[src/rtl/sd_sector_arbiter.sv]
`timescale 1ns / 1ps
`default_nettype none
// ============================================================================
// Module      : sd_sector_arbiter
// Description : Round-robin arbiter sharing one SD FAT sector reader between
//               two requesters, with byte routing, count check and timeout.
// Revision    : 1.0 - initial release
// ============================================================================
module sd_sector_arbiter #(
  parameter logic [31:0] TIMEOUT = 32'd32000000
) (
  input  logic        clk,
  input  logic        reset_n,
  input  logic [1:0]  rd,
  input  logic [31:0] lba0,
  input  logic [31:0] lba1,
  output logic [1:0]  ack,
  output logic [1:0]  dout_strobe,
  output logic [7:0]  dout,
  output logic [8:0]  buff_addr,
  output logic        err,
  output logic        rstart,
  output logic [31:0] rsector,
  input  logic        rbusy,
  input  logic        rdone,
  input  logic        outen,
  input  logic [8:0]  outaddr,
  input  logic [7:0]  outbyte
);

  typedef enum logic [1:0] {
    IDLE  = 2'd0,
    START = 2'd1,
    XFER  = 2'd2,
    DONE  = 2'd3
  } state_t;

  state_t      state_q, state_d;
  logic        grant_q, grant_d;
  logic        last_q, last_d;
  logic [31:0] rsector_q, rsector_d;
  logic [31:0] timer_q, timer_d;
  logic [9:0]  count_q, count_d;
  logic [1:0]  strobe_q, strobe_d;
  logic [7:0]  dout_q, dout_d;
  logic [8:0]  baddr_q, baddr_d;
  logic        err_q, err_d;

  logic        w_pick;
  logic        w_timeout;
  logic [31:0] w_timer_inc;
  logic [9:0]  w_count_inc;
  logic [1:0]  w_grant_onehot;

  // On a tie the requester not served last wins.
  assign w_pick         = (rd == 2'b11) ? ~last_q : rd[1];
  assign w_timer_inc    = (timer_q == 32'hFFFF_FFFF) ? timer_q : timer_q + 32'd1;
  assign w_timeout      = (w_timer_inc >= TIMEOUT);
  assign w_count_inc    = count_q + {9'd0, outen};
  assign w_grant_onehot = grant_q ? 2'b10 : 2'b01;

  assign ack         = (state_q == START || state_q == XFER) ? w_grant_onehot : 2'b00;
  assign rstart      = (state_q == START);
  assign rsector     = rsector_q;
  assign dout_strobe = strobe_q;
  assign dout        = dout_q;
  assign buff_addr   = baddr_q;
  assign err         = err_q;

  always_comb begin
    state_d   = state_q;
    grant_d   = grant_q;
    last_d    = last_q;
    rsector_d = rsector_q;
    timer_d   = timer_q;
    count_d   = count_q;
    strobe_d  = 2'b00;
    dout_d    = dout_q;
    baddr_d   = baddr_q;
    err_d     = 1'b0;

    case (state_q)
      IDLE: begin
        timer_d = 32'd0;
        if (rd != 2'b00) begin
          grant_d   = w_pick;
          rsector_d = w_pick ? lba1 : lba0;
          count_d   = 10'd0;
          state_d   = START;
        end
      end
      START: begin
        timer_d = w_timer_inc;
        if (w_timeout) begin
          state_d = DONE;
          timer_d = 32'd0;
          err_d   = 1'b1;
        end else if (rbusy) begin
          state_d = XFER;
          timer_d = 32'd0;
        end
      end
      XFER: begin
        timer_d = w_timer_inc;
        if (outen) begin
          strobe_d = w_grant_onehot;
          dout_d   = outbyte;
          baddr_d  = outaddr;
          count_d  = w_count_inc;
        end
        // A byte arriving with rdone is counted before the length check.
        if (rdone || w_timeout) begin
          state_d = DONE;
          timer_d = 32'd0;
          err_d   = w_timeout || (w_count_inc != 10'd512);
        end
      end
      DONE: begin
        timer_d = 32'd0;
        last_d  = grant_q;
        state_d = IDLE;
      end
      default: state_d = IDLE;
    endcase
  end

  always_ff @(posedge clk) begin
    if (!reset_n) begin
      state_q   <= IDLE;
      grant_q   <= 1'b0;
      last_q    <= 1'b1;
      rsector_q <= 32'd0;
      timer_q   <= 32'd0;
      count_q   <= 10'd0;
      strobe_q  <= 2'b00;
      dout_q    <= 8'd0;
      baddr_q   <= 9'd0;
      err_q     <= 1'b0;
    end else begin
      state_q   <= state_d;
      grant_q   <= grant_d;
      last_q    <= last_d;
      rsector_q <= rsector_d;
      timer_q   <= timer_d;
      count_q   <= count_d;
      strobe_q  <= strobe_d;
      dout_q    <= dout_d;
      baddr_q   <= baddr_d;
      err_q     <= err_d;
    end
  end

endmodule
`default_nettype wire

[config.mk]
export PLATFORM = sky130hd
export DESIGN_NAME = sd_sector_arbiter
export DESIGN_NICKNAME = d
export VERILOG_FILES = /design/src/rtl/sd_sector_arbiter.sv
export SDC_FILE = /design/constraint.sdc
export NUM_CORES = 1
export LEC_CHECK = 0
export BUFFER_PORTS_ARGS = -buffer_cell sky130_fd_sc_hd__buf_4
export CAP_MARGIN = 20
export CORE_MARGIN = 2
export CORE_UTILIZATION = 50
export CTS_BUF_LIST = sky130_fd_sc_hd__clkbuf_8
export CTS_CLUSTER_DIAMETER = 60
export DETAILED_ROUTE_END_ITERATION = 6
export PLACE_DENSITY = 0.78
export SKIP_CTS_REPAIR_TIMING = 1
export SLEW_MARGIN = 20
export SYNTH_ARGS = -nofsm -noshare
export SYNTH_HDL_FRONTEND = slang
export SYNTH_SLANG_ARGS = --single-unit
[constraint.sdc]
create_clock -name clk -period 3.8 [get_ports clk]
set_clock_uncertainty 0.15 [all_clocks]
set_input_delay 0.19 -clock clk [delete_from_list [all_inputs] [get_ports clk]]
set_output_delay 0.19 -clock clk [all_outputs]
set_load 0.05 [all_outputs]
==> impl_metrics.csv, run 1 <==
group,metric,value,unit
critical_path,rr_worst_depth,12,
clock_tree,clkSinkCount,98,
critical_path,path_max_fanout,14,
synth,syn_avg_cell_area,8.54,um^2
run_status,status,"complete, no violations",
sta,worstMarginPinSlew,0.997,ns
route,drc,0,
clock_tree,clk_latency,0.36,ns
synth,synth.area.top_cells,"dfxtp_1 42%, mux2i_1 8.2%, nor2_1 6.2%",
global_route,grt_pass1_wl,18.8,mm
floorplan,chipHeight,100,um
cells_and_area,finalNetCount,793,
critical_path,cp-start-kind,"flip-flop",
sta,fin_crit_sh,91.8,%
synth,ys_ff_latch,98,
place,portBuffers,142,
clock_tree,cts_buffers,9,
cells_and_area,nFillCells,709,
cells_and_area,area_delta_synth_final,34.4,%
place,dp_hpwl,8.80,mm
sta,finalHoldViolCount,0,
clock_tree,h-tree-depth,3,
floorplan,rows,35,
place,gp_congestion,0.883,
floorplan,dieArea,10000,um^2
sta,fmax,287,MHz
job,max-cap-violations,0,
synth,synth_top_area_cell,"dfxtp_1",
cells_and_area,multi_input_area,2520,um^2
global_route,grt_max_degree,64,
global_route,track_usage,23.2,%
cells_and_area,regArea,1960,um^2
critical_path,r2r_start,"timer_q[0]$_SDFF_PN0_",
critical_path,r2r_slack,0.31,ns
global_route,grt_pass1_vias,4060,
worst_hold_path,hold-path-cell-count,3,
worst_hold_path,min_from,"lba0[15]",
cells_and_area,antenna_cells,0,
synth,ys_types,52,
critical_path,critical_path_class,"reg2reg",
synth,synth_most_common_cell,"dfxtp_1",
synth,netlist_instances,541,
pwr,p_per_area,601,nW/um^2
pwr,p_leak,0.00258,uW
cells_and_area,post-route-util,68.2,%
synth,ys_top_cells_by_count,"98 x dfxtp_1, 76 x nor2_1, 63 x nand2_1",
floorplan,die_w,100,um
sta,finalSetupTns,0,ns
critical_path,cp.required,3.94,ns
pwr,p_total,3730,uW
floorplan,initial_utilization,50.7,%
sta,maxSlewViolCount,0,
route,drt-initial-drc-count,229,
clock_tree,cts_buffer_depth,2,
critical_path,cp-end-kind,"flip-flop",
sta,slew_headroom,33.4,%
route,viasPerCell,5.48,
sta,setup_violations,0,
route,wire_per_inst,15.4,um
synth,yosysWarnings,0,
worst_hold_path,min_to,"rsector[15]$_SDFFE_PN0P_",
cells_and_area,drive_above_1_share,25.9,%
route,vias,4454,
route,dr.pass1.iters,5,
synth,synthFlopType,"dfxtp_1",
synth,synth_top_area_share,42.4,%
clock_tree,tritoncts,"built",
synth,synth_edf_count,0,
critical_path,crit_arrival,3.63,ns
clock_tree,clk_pin_slew,0.10,ns
global_route,antenna_found_initial,0,
route,wirelength,12.5,mm
clock_tree,cts-root-buf,"clkbuf_8",
global_route,overflow,0,
floorplan,io_pins,143,
sta,rsz0062_at_grt,"no",
synth,syn_area,4620,um^2
sta,fin_crit,3.49,ns
synth,synthArstFlopShare,0,%
worst_hold_path,hp-class,"in2reg",
critical_path,rr_endpoint,"timer_q[2]$_SDFF_PN0_",
synth,yosysSeqAreaShare,42.4,%
pwr,ir_drop,469,uV
route,antenna_left,0,
floorplan,coreArea,9110,um^2
==> kinds of logic after synthesis <==
family,after synthesis,share of synthesized area (%)
xor gates and xnor gates,25,4.74
and+or+nand+nor,222,22.9
AOI/OAI and AO/OA,111,15.6
muxes,38,8.23
DFF,98,42.4
buffers and inverters,39,4.09
other,1,0.0811
adders and majority gates,7,1.89
==> routing by layer <==
| layer | routed length, um | vias to the layer above | track usage (%) |
|---|---|---|---|
| met3 | 673 | 24 | 5.01 |
| met2 | 6460 | 134 | 39.0 |
| met4 | 327 | 0 | 9.17 |
| li1 | - | 2224 | - |
| met5 | 0 | - | 0 |
| met1 | 5090 | 2072 | 29.0 |
==> metrics by stage <==
step,instance area (um^2),instances,setup slack [ns],hold slack (ns)
floorplan,4640,547,0.588,0.102
global placement,5790,780,0.310,0.250
detailed placement,5790,780,0.210,0.254
CTS,6030,795,0.138,-0.131
global route,6210,813,0.0523,0.0238
finish,6210,813,0.313,0.0128
==> cell type report <==
class	count	area share, %
clock buffer	9	1.99
clock inverter	6	1.85
inverter	9	0.544
multi-input combinational	410	40.5
sequential	98	31.6
tap	111	2.24
timing repair buffer	170	21.3
==> cell usage in the layout (no fill, tap or decap), types with 3 or more instances in the layout <==
master / netlist / layout
dfxtp_1: 98 / 98
ha_1: 7 / 7
xor2_1: 12 / 12
conb_1: 1 / 7
bufinv_16: 0 / 3
and4_4: 3 / 3
nor3_1: 12 / 12
nor2b_1: 4 / 4
nand2_1: 63 / 63
nor4_1: 4 / 4
nor2_1: 76 / 75
or3_1: 4 / 3
xnor2_1: 13 / 13
mux2i_1: 38 / 38
dlygate4sd3_1: 0 / 18
nand3_1: 15 / 15
a21oi_1: 39 / 39
and2_1: 3 / 3
inv_1: 8 / 8
a211oi_1: 33 / 33
o31ai_1: 4 / 4
buf_4: 0 / 152
clkbuf_8: 0 / 9
nand4_1: 12 / 12
and3_1: 9 / 9
a31oi_1: 3 / 3
o21ai_0: 15 / 15
a22oi_1: 5 / 5
==> worst max-delay path by stage <==
stage / from / to / slack [ns] / cells past startpoint
finish: timer_q[0]$_SDFF_PN0_ / timer_q[2]$_SDFF_PN0_ / 0.31 / 12
global route: timer_q[1]$_SDFF_PN0_ / timer_q[2]$_SDFF_PN0_ / 0.05 / 12
CTS: timer_q[0]$_SDFF_PN0_ / timer_q[2]$_SDFF_PN0_ / 0.14 / 12
detailed placement: timer_q[0]$_SDFF_PN0_ / timer_q[6]$_SDFF_PN0_ / 0.21 / 12
global placement: timer_q[0]$_SDFF_PN0_ / timer_q[7]$_SDFF_PN0_ / 0.31 / 12
floorplan: timer_q[0]$_SDFF_PN0_ / timer_q[17]$_SDFF_PN0_ / 0.59 / 14
==> registers in the layout (all words and copies together) (netlist names) <==
name         count
err              1
dout             8
state_q          2
grant_q          1
last_q           1
dout_strobe      2
buff_addr        9
count_q         10
timer_q         32
rsector         32
==> where the power goes <==
group	switching [uW]	total (uW)	internal, uW
clock	362	800	438
sequential	103	1300	1200
combinational	1110	1630	520
total	1580	3730	2150
==> critical path: stages (launching register included) <==
cell and delay (ns):
dfxtp_1 0.42, ha_1 0.25, nand2_1 0.15, or3_4 0.39, a211oi_4 0.27, nand2_1 0.11
xnor2_1 0.14, o41ai_1 0.26, a21oi_1 0.13, or2_1 0.31, or3_4 0.49, buf_4 0.21
a21oi_1 0.13
Power figures use the tool's default switching activity.
==> run 2: changes to the inputs <==
CORE_UTILIZATION = 53   (was 50)
PLACE_DENSITY = 0.82   (was 0.78)
==> run 2 against run 1 <==
  * Power fell by 3.6%
  * Non-clock buffer count fell by 5
  * Via count fell by 0.27%
  * Sequential power barely moved
  * Sequential share of layout area rose by 0.43 points
  * Register-to-register slack improved by 0.03 ns
  * First-iteration DRC count fell by 2.2%
  * Cell count fell by 0.86%
  * Critical path depth did not move
  * Combinational power barely moved
  * Critical path type unchanged
==> impl_metrics.csv, run 2 (synthesis results as in run 1) <==
group,metric,value,unit
critical_path,startpoint,"timer_q[0]$_SDFF_PN0_",
route,drc,0,
global_route,grt_pass1_vias,4084,
clock_tree,tritoncts,"built",
clock_tree,clkSinkCount,98,
pwr,ir_drop,403,uV
route,viasPerCell,5.51,
critical_path,crit_arrival,3.60,ns
clock_tree,clk_latency,0.36,ns
cells_and_area,antenna_cells,0,
critical_path,r2r_start,"timer_q[0]$_SDFF_PN0_",
pwr,p_per_area,587,nW/um^2
global_route,overflow,0,
critical_path,cp-end-kind,"flip-flop",
worst_hold_path,min_from,"lba0[19]",
sta,maxSlewViolCount,0,
global_route,use_met3,6.62,%
critical_path,r2r_slack,0.34,ns
run_status,status,"complete, no violations",
clock_tree,clk_pin_slew,0.10,ns
global_route,grt_use_met2,40.5,%
sta,fmax,289,MHz
pwr,netSwitchingFraction,44.1,%
floorplan,rows,34,
floorplan,initial_utilization,53.8,%
global_route,grt_max_degree,64,
global_route,grtUsageMet1,30.5,%
cells_and_area,final_cell_mix,"147 x buf_4, 98 x dfxtp_1, 75 x nor2_1",
cells_and_area,final_common_cell,"buf_4",
place,dp_hpwl,8.76,mm
place,gp_congestion,0.896,
global_route,grt_pass1_wl,18.9,mm
global_route,top_usage_layer,"met2",
floorplan,io_pins,143,
sta,fin_crit,3.46,ns
place,portBuffers,142,
floorplan,dieArea,9480,um^2
floorplan,chipHeight,97.4,um
cells_and_area,area_delta_synth_final,32.6,%
place,dpl_cell_area,5750,um^2
route,antenna_left,0,
sta,finalSetupTns,0,ns
sta,setup_violations,0,
pwr,p_int,2010,uW
route,vias,4442,
sta,slew_headroom,46.6,%
pwr,netSwitchingPower,1590,uW
clock_tree,cts_buffers,9,
worst_hold_path,hp-class,"in2reg",
pwr,power_frac_clock,19.1,%
cells_and_area,finalNetCount,788,
floorplan,die_w,97.4,um
route,wirelength,12.1,mm
pwr,p_leak,0.00253,uW
floorplan,coreArea,8590,um^2
route,drt-initial-drc-count,224,
critical_path,cp-start-kind,"flip-flop",
clock_tree,h-tree-depth,3,
pwr,comb_power_share,44.7,%
global_route,track_usage,24.2,%
sta,finalHoldViolCount,0,
route,dr.pass1.iters,4,
route,wire_per_inst,15.0,um
clock_tree,cts_buffer_depth,2,
critical_path,cp.required,3.94,ns
cells_and_area,drive_above_1_share,25.4,%
sta,fin_crit_sh,91.0,%
sta,rsz0062_at_grt,"no",
sta,worstMarginPinSlew,0.801,ns
global_route,antenna_found_initial,0,
critical_path,path_max_fanout,25,
job,max-cap-violations,0,
critical_path,critical_path_class,"reg2reg",
cells_and_area,fin_area,6130,um^2
pwr,power_frac_seq,36.1,%
clock_tree,cts-root-buf,"clkbuf_8",
==> run 2: cell type report <==
| type | instances | area (um^2) |
|---|---|---|
| multi-input cells | 410 | 2510 |
| fillers | 645 | 2460 |
| flip-flops and latches | 98 | 1960 |
| repair buffers | 165 | 1280 |
| well taps | 108 | 135 |
| clock buffers | 9 | 124 |
| clock inverters | 7 | 77.6 |
| inverters | 9 | 33.8 |
==> run 2: stage by stage <==
step | setup slack, ns | cells | total power, uW | util, % | hold slack [ns]
floorplan | 0.588 | 547 | 2420 | - | 0.102
global placement | 0.531 | 772 | 2870 | 66.9 | 0.244
detailed placement | 0.411 | 772 | 2910 | 66.9 | 0.247
CTS | 0.374 | 788 | 3590 | 69.2 | -0.151
global route | 0.141 | 806 | 3780 | 71.3 | 0.0168
finish | 0.343 | 806 | 3600 | 71.3 | 0.00958
==> run 2: critical path, cell delays in order (launching register included) <==
cell,delay (ns)
dfxtp_1,0.41
ha_1,0.23
nand2_1,0.16
nor3_1,0.44
nand4b_1,0.29
nor2_1,0.24
nand3_1,0.12
o31ai_1,0.09
nand3_1,0.16
or2_1,0.30
or3_1,0.36
buf_4,0.23
a211oi_2,0.21
==> run 2: worst paths after layout <==
check                                                 end  cells past startpoint
worst min-delay path             rsector[19]$_SDFFE_PN0P_                      3
worst max-delay path                timer_q[8]$_SDFF_PN0_                     12
worst max register to register      timer_q[8]$_SDFF_PN0_                     12
worst min register to register  buff_addr[3]$_SDFFE_PN0P_                      2
==> run 2: routing by layer <==
metal	part of all wire [%]	wire length, um
met5	0	0
met4	1.8	218
met3	5.6	674
met2	50	6040
met1	43	5150
==> run 2: power groups by stage <==
stage                     Sequential (uW)  Clock, uW  Combinational [uW]
after floorplan                      1810          0                 607
after global placement               1310          0                1560
after detailed placement             1320          0                1590
after CTS                            1300        702                1590
after global routing                 1320        748                1710
final                                1300        689                1610
